File: src/rtl/exception_seq_pkg.sv
// Shared encodings for the multicycle-CPU exception sequencer.
//   - MemAddrCtrl codes, i.e. the address-mux selects driven onto mem_addr_ctrl
//   - exception cause encodings, as reported on exc_cause
//   - sequencer state encodings
//   - vector_code(): maps a cause to the MemAddrCtrl code of its vector byte
package exception_seq_pkg;

  // MemAddrCtrl address-mux selects
  localparam logic [2:0] MAC_REGA   = 3'd0;
  localparam logic [2:0] MAC_REGB   = 3'd1;
  localparam logic [2:0] MAC_PC     = 3'd2;
  localparam logic [2:0] MAC_V253   = 3'd3;
  localparam logic [2:0] MAC_V254   = 3'd4;
  localparam logic [2:0] MAC_V255   = 3'd5;
  localparam logic [2:0] MAC_ALUOUT = 3'd6;

  // Exception causes
  localparam logic [1:0] CAUSE_NONE   = 2'd0;
  localparam logic [1:0] CAUSE_OPCODE = 2'd1;
  localparam logic [1:0] CAUSE_OVF    = 2'd2;
  localparam logic [1:0] CAUSE_DIV0   = 2'd3;

  // Sequencer states
  localparam logic [2:0] ST_IDLE = 3'd0;
  localparam logic [2:0] ST_SAVE = 3'd1;
  localparam logic [2:0] ST_WAIT = 3'd2;
  localparam logic [2:0] ST_LOAD = 3'd3;
  localparam logic [2:0] ST_DONE = 3'd4;

  // Vector byte address select for a given cause. CAUSE_NONE never reaches
  // SAVE, so it simply falls back to the PC select.
  function automatic logic [2:0] vector_code(input logic [1:0] cause);
    logic [2:0] code;
    case (cause)
      CAUSE_OPCODE: code = MAC_V253;
      CAUSE_OVF:    code = MAC_V254;
      CAUSE_DIV0:   code = MAC_V255;
      default:      code = MAC_PC;
    endcase
    return code;
  endfunction

endpackage

File: src/rtl/exception_seq.sv
// exception_seq: multicycle-CPU exception sequencer.
//
// On an invalid-opcode, overflow or divide-by-zero request it takes over the
// memory-address mux, writes EPC = PC - 4, steers the address to the
// cause's vector byte (253/254/255), waits MEM_WAIT cycles for memory and
// then loads PC with the zero-extended vector byte.
//
// Sequence: IDLE -> SAVE -> WAIT (MEM_WAIT cycles) -> LOAD -> DONE -> IDLE.
//
// Parameters:
//   MEM_WAIT       memory read latency in cycles (legal range 1..15)
//
// Ports:
//   clk            system clock, rising edge
//   reset          synchronous, active-high
//   exc_opcode     invalid-opcode request (level, sampled only in IDLE)
//   exc_overflow   ALU overflow request
//   exc_div0       divide-by-zero request
//   pc_in          current PC (already PC+4 of the faulting instruction)
//   mem_rdata      memory read data
//   exc_busy       sequencer owns the address mux and the PC/EPC writes
//   mem_addr_ctrl  MemAddrCtrl select; meaningful only while exc_busy
//   epc_write      one-cycle EPC write strobe (SAVE)
//   epc_wdata      pc_in - 4, captured when the request is accepted
//   pc_write       one-cycle PC write strobe (LOAD)
//   pc_wdata       {24'b0, mem_rdata[7:0]}
//   exc_done       one-cycle completion pulse (DONE)
//   exc_cause      last accepted cause (sticky): 0 none, 1 opcode,
//                  2 overflow, 3 div0
module exception_seq
  import exception_seq_pkg::*;
#(
  parameter int MEM_WAIT = 2
) (
  input  logic        clk,
  input  logic        reset,
  input  logic        exc_opcode,
  input  logic        exc_overflow,
  input  logic        exc_div0,
  input  logic [31:0] pc_in,
  input  logic [31:0] mem_rdata,
  output logic        exc_busy,
  output logic [2:0]  mem_addr_ctrl,
  output logic        epc_write,
  output logic [31:0] epc_wdata,
  output logic        pc_write,
  output logic [31:0] pc_wdata,
  output logic        exc_done,
  output logic [1:0]  exc_cause
);

  // SAVE loads MEM_WAIT-1, so WAIT spans exactly MEM_WAIT cycles.
  localparam logic [3:0] CNT_LOAD = 4'(MEM_WAIT - 1);

  logic [2:0]  state_q, state_d;
  logic [3:0]  cnt_q, cnt_d;
  logic [1:0]  cause_q, cause_d;
  logic [31:0] epc_q, epc_d;

  // Output flops, each computed from the next state, so every output is a
  // plain register with no path from the request inputs.
  logic        busy_q, busy_d;
  logic [2:0]  addr_q, addr_d;
  logic        epc_write_q, epc_write_d;
  logic        pc_write_q, pc_write_d;
  logic        done_q, done_d;

  always_comb begin
    state_d = state_q;
    cnt_d   = cnt_q;
    cause_d = cause_q;
    epc_d   = epc_q;

    case (state_q)
      ST_IDLE: begin
        if (exc_opcode || exc_overflow || exc_div0) begin
          if (exc_opcode)        cause_d = CAUSE_OPCODE;
          else if (exc_overflow) cause_d = CAUSE_OVF;
          else                   cause_d = CAUSE_DIV0;
          epc_d   = pc_in - 32'd4;
          state_d = ST_SAVE;
        end
      end
      ST_SAVE: begin
        cnt_d   = CNT_LOAD;
        state_d = ST_WAIT;
      end
      ST_WAIT: begin
        if (cnt_q == 4'd0) state_d = ST_LOAD;
        else               cnt_d   = cnt_q - 4'd1;
      end
      ST_LOAD: state_d = ST_DONE;
      ST_DONE: state_d = ST_IDLE;
      default: state_d = ST_IDLE;
    endcase

    busy_d      = (state_d != ST_IDLE);
    epc_write_d = (state_d == ST_SAVE);
    pc_write_d  = (state_d == ST_LOAD);
    done_d      = (state_d == ST_DONE);
    // The vector select is held from SAVE through LOAD; otherwise the mux
    // is left on PC.
    if (state_d == ST_SAVE || state_d == ST_WAIT || state_d == ST_LOAD)
      addr_d = vector_code(cause_d);
    else
      addr_d = MAC_PC;
  end

  always_ff @(posedge clk) begin
    if (reset) begin
      state_q     <= ST_IDLE;
      cnt_q       <= 4'd0;
      cause_q     <= CAUSE_NONE;
      epc_q       <= 32'd0;
      busy_q      <= 1'b0;
      addr_q      <= MAC_PC;
      epc_write_q <= 1'b0;
      pc_write_q  <= 1'b0;
      done_q      <= 1'b0;
    end else begin
      state_q     <= state_d;
      cnt_q       <= cnt_d;
      cause_q     <= cause_d;
      epc_q       <= epc_d;
      busy_q      <= busy_d;
      addr_q      <= addr_d;
      epc_write_q <= epc_write_d;
      pc_write_q  <= pc_write_d;
      done_q      <= done_d;
    end
  end

  assign exc_busy      = busy_q;
  assign mem_addr_ctrl = addr_q;
  assign epc_write     = epc_write_q;
  assign epc_wdata     = epc_q;
  assign pc_write      = pc_write_q;
  assign pc_wdata      = {24'b0, mem_rdata[7:0]};
  assign exc_done      = done_q;
  assign exc_cause     = cause_q;

endmodule

File: config.mk
export PLATFORM = sky130hd
export DESIGN_NAME = exception_seq
export DESIGN_NICKNAME = d
export VERILOG_FILES = /design/src/rtl/exception_seq_pkg.sv /design/src/rtl/exception_seq.sv
export SDC_FILE = /design/constraint.sdc
export NUM_CORES = 1
export LEC_CHECK = 0
export CAP_MARGIN = 25
export CORE_AREA = 2 2 66 131
export DETAILED_ROUTE_END_ITERATION = 8
export DIE_AREA = 0 0 68 133
export PLACE_DENSITY = 0.67
export SYNTH_ARGS = -nofsm -noshare
export SYNTH_HDL_FRONTEND = slang
export SYNTH_SLANG_ARGS = --single-unit
File: constraint.sdc
create_clock -name clk -period 5.1 [get_ports clk]
set_clock_uncertainty 0.15 [all_clocks]
set_input_delay 1.02 -clock clk [delete_from_list [all_inputs] [get_ports clk]]
set_output_delay 1.02 -clock clk [all_outputs]
set_load 0.05 [all_outputs]
Yosys cells after proc, flatten, opt, wreduce, memory -nomap -nowiden:

Index checks and enable logic that the tools add are counted.

* $add $sub $neg: 2
* eq/ne operators: 11
* mux-type cells: 10
* bitwise logic cells: 1
* reduce and logical (&&, ||, !) cells: 11

Operator list (number)
* $sub A32 B3 Y32 const B: 1
* $eq A3 B2 Y1 const B: 4
* $pmux W3 S4: 1
* $pmux W3 S3: 1
* $pmux W4 S2: 1
* $eq A3 B1 Y1 const B: 2
* $mux W2: 3
* $mux W3: 2
* $eq A2 B2 Y1 const B: 2
* $logic_not A4 Y1: 1
* $logic_or A1 B1 Y1: 4
* $mux W4: 1
* $reduce_and A2 Y1: 2
* $sub A4 B1 Y4 const B: 1
* $eq A3 B3 Y1 const B: 1
* $logic_not A3 Y1: 1
* $reduce_bool A3 Y1: 1
* $eq A2 B1 Y1 const B: 1
* $ne A2 B2 Y1 const B: 1
* $reduce_bool A2 Y1: 1
* $reduce_or A2 Y1: 1
* $mux W1: 1
* $not A1 Y1: 1

* register bits: 48
* input bits: 69
* output and inout bits: 73
* word-level logic and storage cells: 44

Longest topological paths before layout:

* depth in word-level cells: 9
* gate-level depth with buffers: 6
* gate-level depth less buffers: 6

Worst setup path after synthesis:

No wires, ideal clock.

* path kind: input to register
* start point: input pc_in[17]
* end point: register epc_q[24] (netlist: epc_wdata[24])
* setup time: 91 ps
* data arrival time: 2538 ps
* data required time: 4859 ps
* path slack: 2321 ps
* cell stages on the path: 5
* path buffers: 1
* cell sequence: or4_4 > nand2b_4 > buf_6 > or4_1 > a311oi_1

* word-level cells in the longest chain between the ends: 1

RTL lines
* from (decl): RTL line exception_seq.sv:40 `input logic [31:0] pc_in,`
* $sub A32 B3 Y32: RTL line exception_seq.sv:80 `epc_d = pc_in - 32'd4;`
* to (signal assigned): RTL line exception_seq.sv:124 `epc_q <= epc_d;`
* to (decl): RTL line exception_seq.sv:58 `logic [31:0] epc_q, epc_d;`

No other way between the ends.
A chain may end at the register's enable or synchronous reset.

Worst setup path in the final report:

* start point: input pc_in[9]
* end point: register epc_q[25] (netlist: epc_wdata[25])

Same word-level chain as after synthesis.

==> flow_summary.toml <==
[outcome]
status = "completed"

[synthesis]
synth_cells = 304
ys_seq_area_frac = 0.370
ys.flop_type = "dfxtp_1"
synth_top_cell_area_share = 0.370
yosys-top-cells-count = "dfxtp_1 (48), nor2_1 (40), buf_4 (32)"
synthTopCellsByArea = "dfxtp_1 (37%), buf_4 (9.3%), a311oi_1 (6.4%)"
yosysUniqueCellTypes = 46
synth_edf_count = 0
async_flop_share = 0
synth_warnings = 0
syn-cell-area_um2 = 2590
synth_top_cell_by_area = "dfxtp_1"
yosysMostFrequentCell = "dfxtp_1"
synth_area_per_cell_um2 = 8.54
ys_ff_latch = 48

[drt]
drt_iter0_markers = 166
totalWireLength_mm = 6.00
ant_nets = 0
via_per_inst = 5.00
drt_pre_antenna_iters = 4
vias = 2317
wl_per_cell_um = 12.9
drc_errors = 0

[timing]
rsz0062_at_grt = "false"
worst_slew_margin_rel = 0.416
min_period_ns = 3.40
drv_slew = 0
worst_slew_pin_slew_ns = 0.874
finalSetupViolCount = 0
max_freq_mhz = 294
setup_tns_ns = 0
post-route-period-util = 0.667
hold_viol = 0

[worst_setup_path]
crit_fanout = 17
critPathCaptureType = "flip-flop"
r2r_cells = 5
critPathLaunchType = "primary input"
crit_arrival_ns = 3.43
worst_ep_required_time_ns = 5.13
path_class = "in -> reg"

[floorplan]
die_y_um = 133
core_um2 = 8120
fp.dieArea_um2 = 9040
die_x_um = 68
ios = 142
start_util = 0.320
rows = 47

[place]
place.gp.congestion = 0.852
port_buffers = 77
hpwl_mm = 4.35

[global_routing]
grt_max_degree = 65
overflow = 0
gr-usage-all-layers = 0.131
grt_pass1_vias = 1996
antenna_found_initial = 0
grt_pass1_wl_mm = 9.50

[cells_and_area]
drive_gt1_frac = 0.0712
antenna_cells = 0
area.growth.synth_to_final_pct = 33.7
finish.net_count = 435
fill_cells = 864
fin_util = 0.428

[pwr]
ir_worst_vdd_mv = 0.242
power_density_nw_per_um2 = 612
p_leak_nw = 1.22

[clock_tree]
insertion_delay_ns = 0.29
cts_resized = 0
cts_inserted_buffers = 5
clockBufferDepth = 2
cts-root-buf = "clkbuf_16"
cts_setup_buffers = 0
cts_tree = "yes"
path_clk_slew_ns = 0.07
ctsHtreeMaxLevel = 2
hold_buffers = 0
cts.sinks = 48

[min_path]
hold_path_depth = 2
hp-class = "reg -> reg"

[run]
max_cap_violations = 0
## cell usage in the layout (no fill, tap or decap), drive strengths merged, types with 2 or more instances in the layout
cell           instances
a211oi                12
a21boi                 2
a21oi                 10
a311oi                19
buf                    2
clkbuf                 5
clkdlybuf4s50         77
conb                  24
dfxtp                 48
ha                     2
inv                    7
nand2                 16
nand2b                 4
nand3                  6
nand4                  4
nor2                  40
nor3                   5
nor3b                  4
nor4                   6
nor4b                  2
nor4bb                 2
o21ai                  9
o31ai                  8
o41ai                  3
or2                    4
or3                   12
or4                   10
xnor2                  4
xor2                   8
## path summary, 6_finish.rpt
check | startpoint | end | slack (ns)
worst max-delay path | pc_in[9] | epc_wdata[25] | 1.70
worst min register to register | epc_wdata[1] | epc_wdata[1] | 0.31
worst min-delay path | epc_wdata[1] | epc_wdata[1] | 0.31
worst max register to register | state_q[0] | epc_wdata[17] | 2.77
## per-stage QoR
step	std cells	setup WS (ns)	hold WS [ns]	power [mW]	instance area, um^2
after floorplan	327	2.32	0.328	1.41	2680
after global placement	454	1.40	0.292	1.72	3270
after detailed placement	454	1.41	0.303	1.72	3270
after CTS	462	1.70	0.312	2.11	3440
after global routing	463	1.51	0.327	2.24	3470
final	463	1.70	0.309	2.12	3470
## metal layers
layer  up-vias  wire (um)  track usage
li1       1177          -            -
met1      1046       2740        0.189
met2        89       2740        0.194
met3         5        449       0.0298
met4         0         62       0.0333
met5         -          0            0
## power by group
part / leakage (nW) / switching (mW) / internal [mW] / total (mW)
logic: 0.743 / 0.757 / 0.387 / 1.14
registers: 0.398 / 0.0861 / 0.510 / 0.596
clock network: 0.0804 / 0.149 / 0.233 / 0.382
## registers in the layout, summed over array words and instances, names as in the netlist
name / flops
epc_wdata: 32
state_q: 3
exc_cause: 2
epc_write: 1
exc_busy: 1
mem_addr_ctrl: 3
cnt_q: 4
pc_write: 1
exc_done: 1
## area by class of cell
cell class | instances | area (um^2) | share of cell area
multi-input cells | 224 | 1390 | 0.400
inverters | 6 | 22.5 | 0.00649
well taps | 98 | 123 | 0.0353
flip-flops and latches | 48 | 961 | 0.277
clock buffers | 5 | 125 | 0.0361
repair buffers | 79 | 806 | 0.232
clock inverters | 3 | 46.3 | 0.0133
## worst max-delay path, stage by stage
cell             delay [ns]
clkdlybuf4s50_1        0.51
nor4_4                 0.57
nand4_2                0.46
or3_2                  0.60
a311oi_1               0.27
## cells by family (layout without fill, tap and decap cells)
logic type	after synthesis	after routing	share of synthesized area
and+or+nand+nor	121	121	0.269
adders and majority gates	2	2	0.00964
xor gates and xnor gates	12	12	0.0405
DFF	48	48	0.370
buffers and inverters	55	93	0.129
AOI/OAI and AO/OA	65	65	0.180
other	1	24	0.00145
No activity file was read; power rests on OpenSTA's default activity.
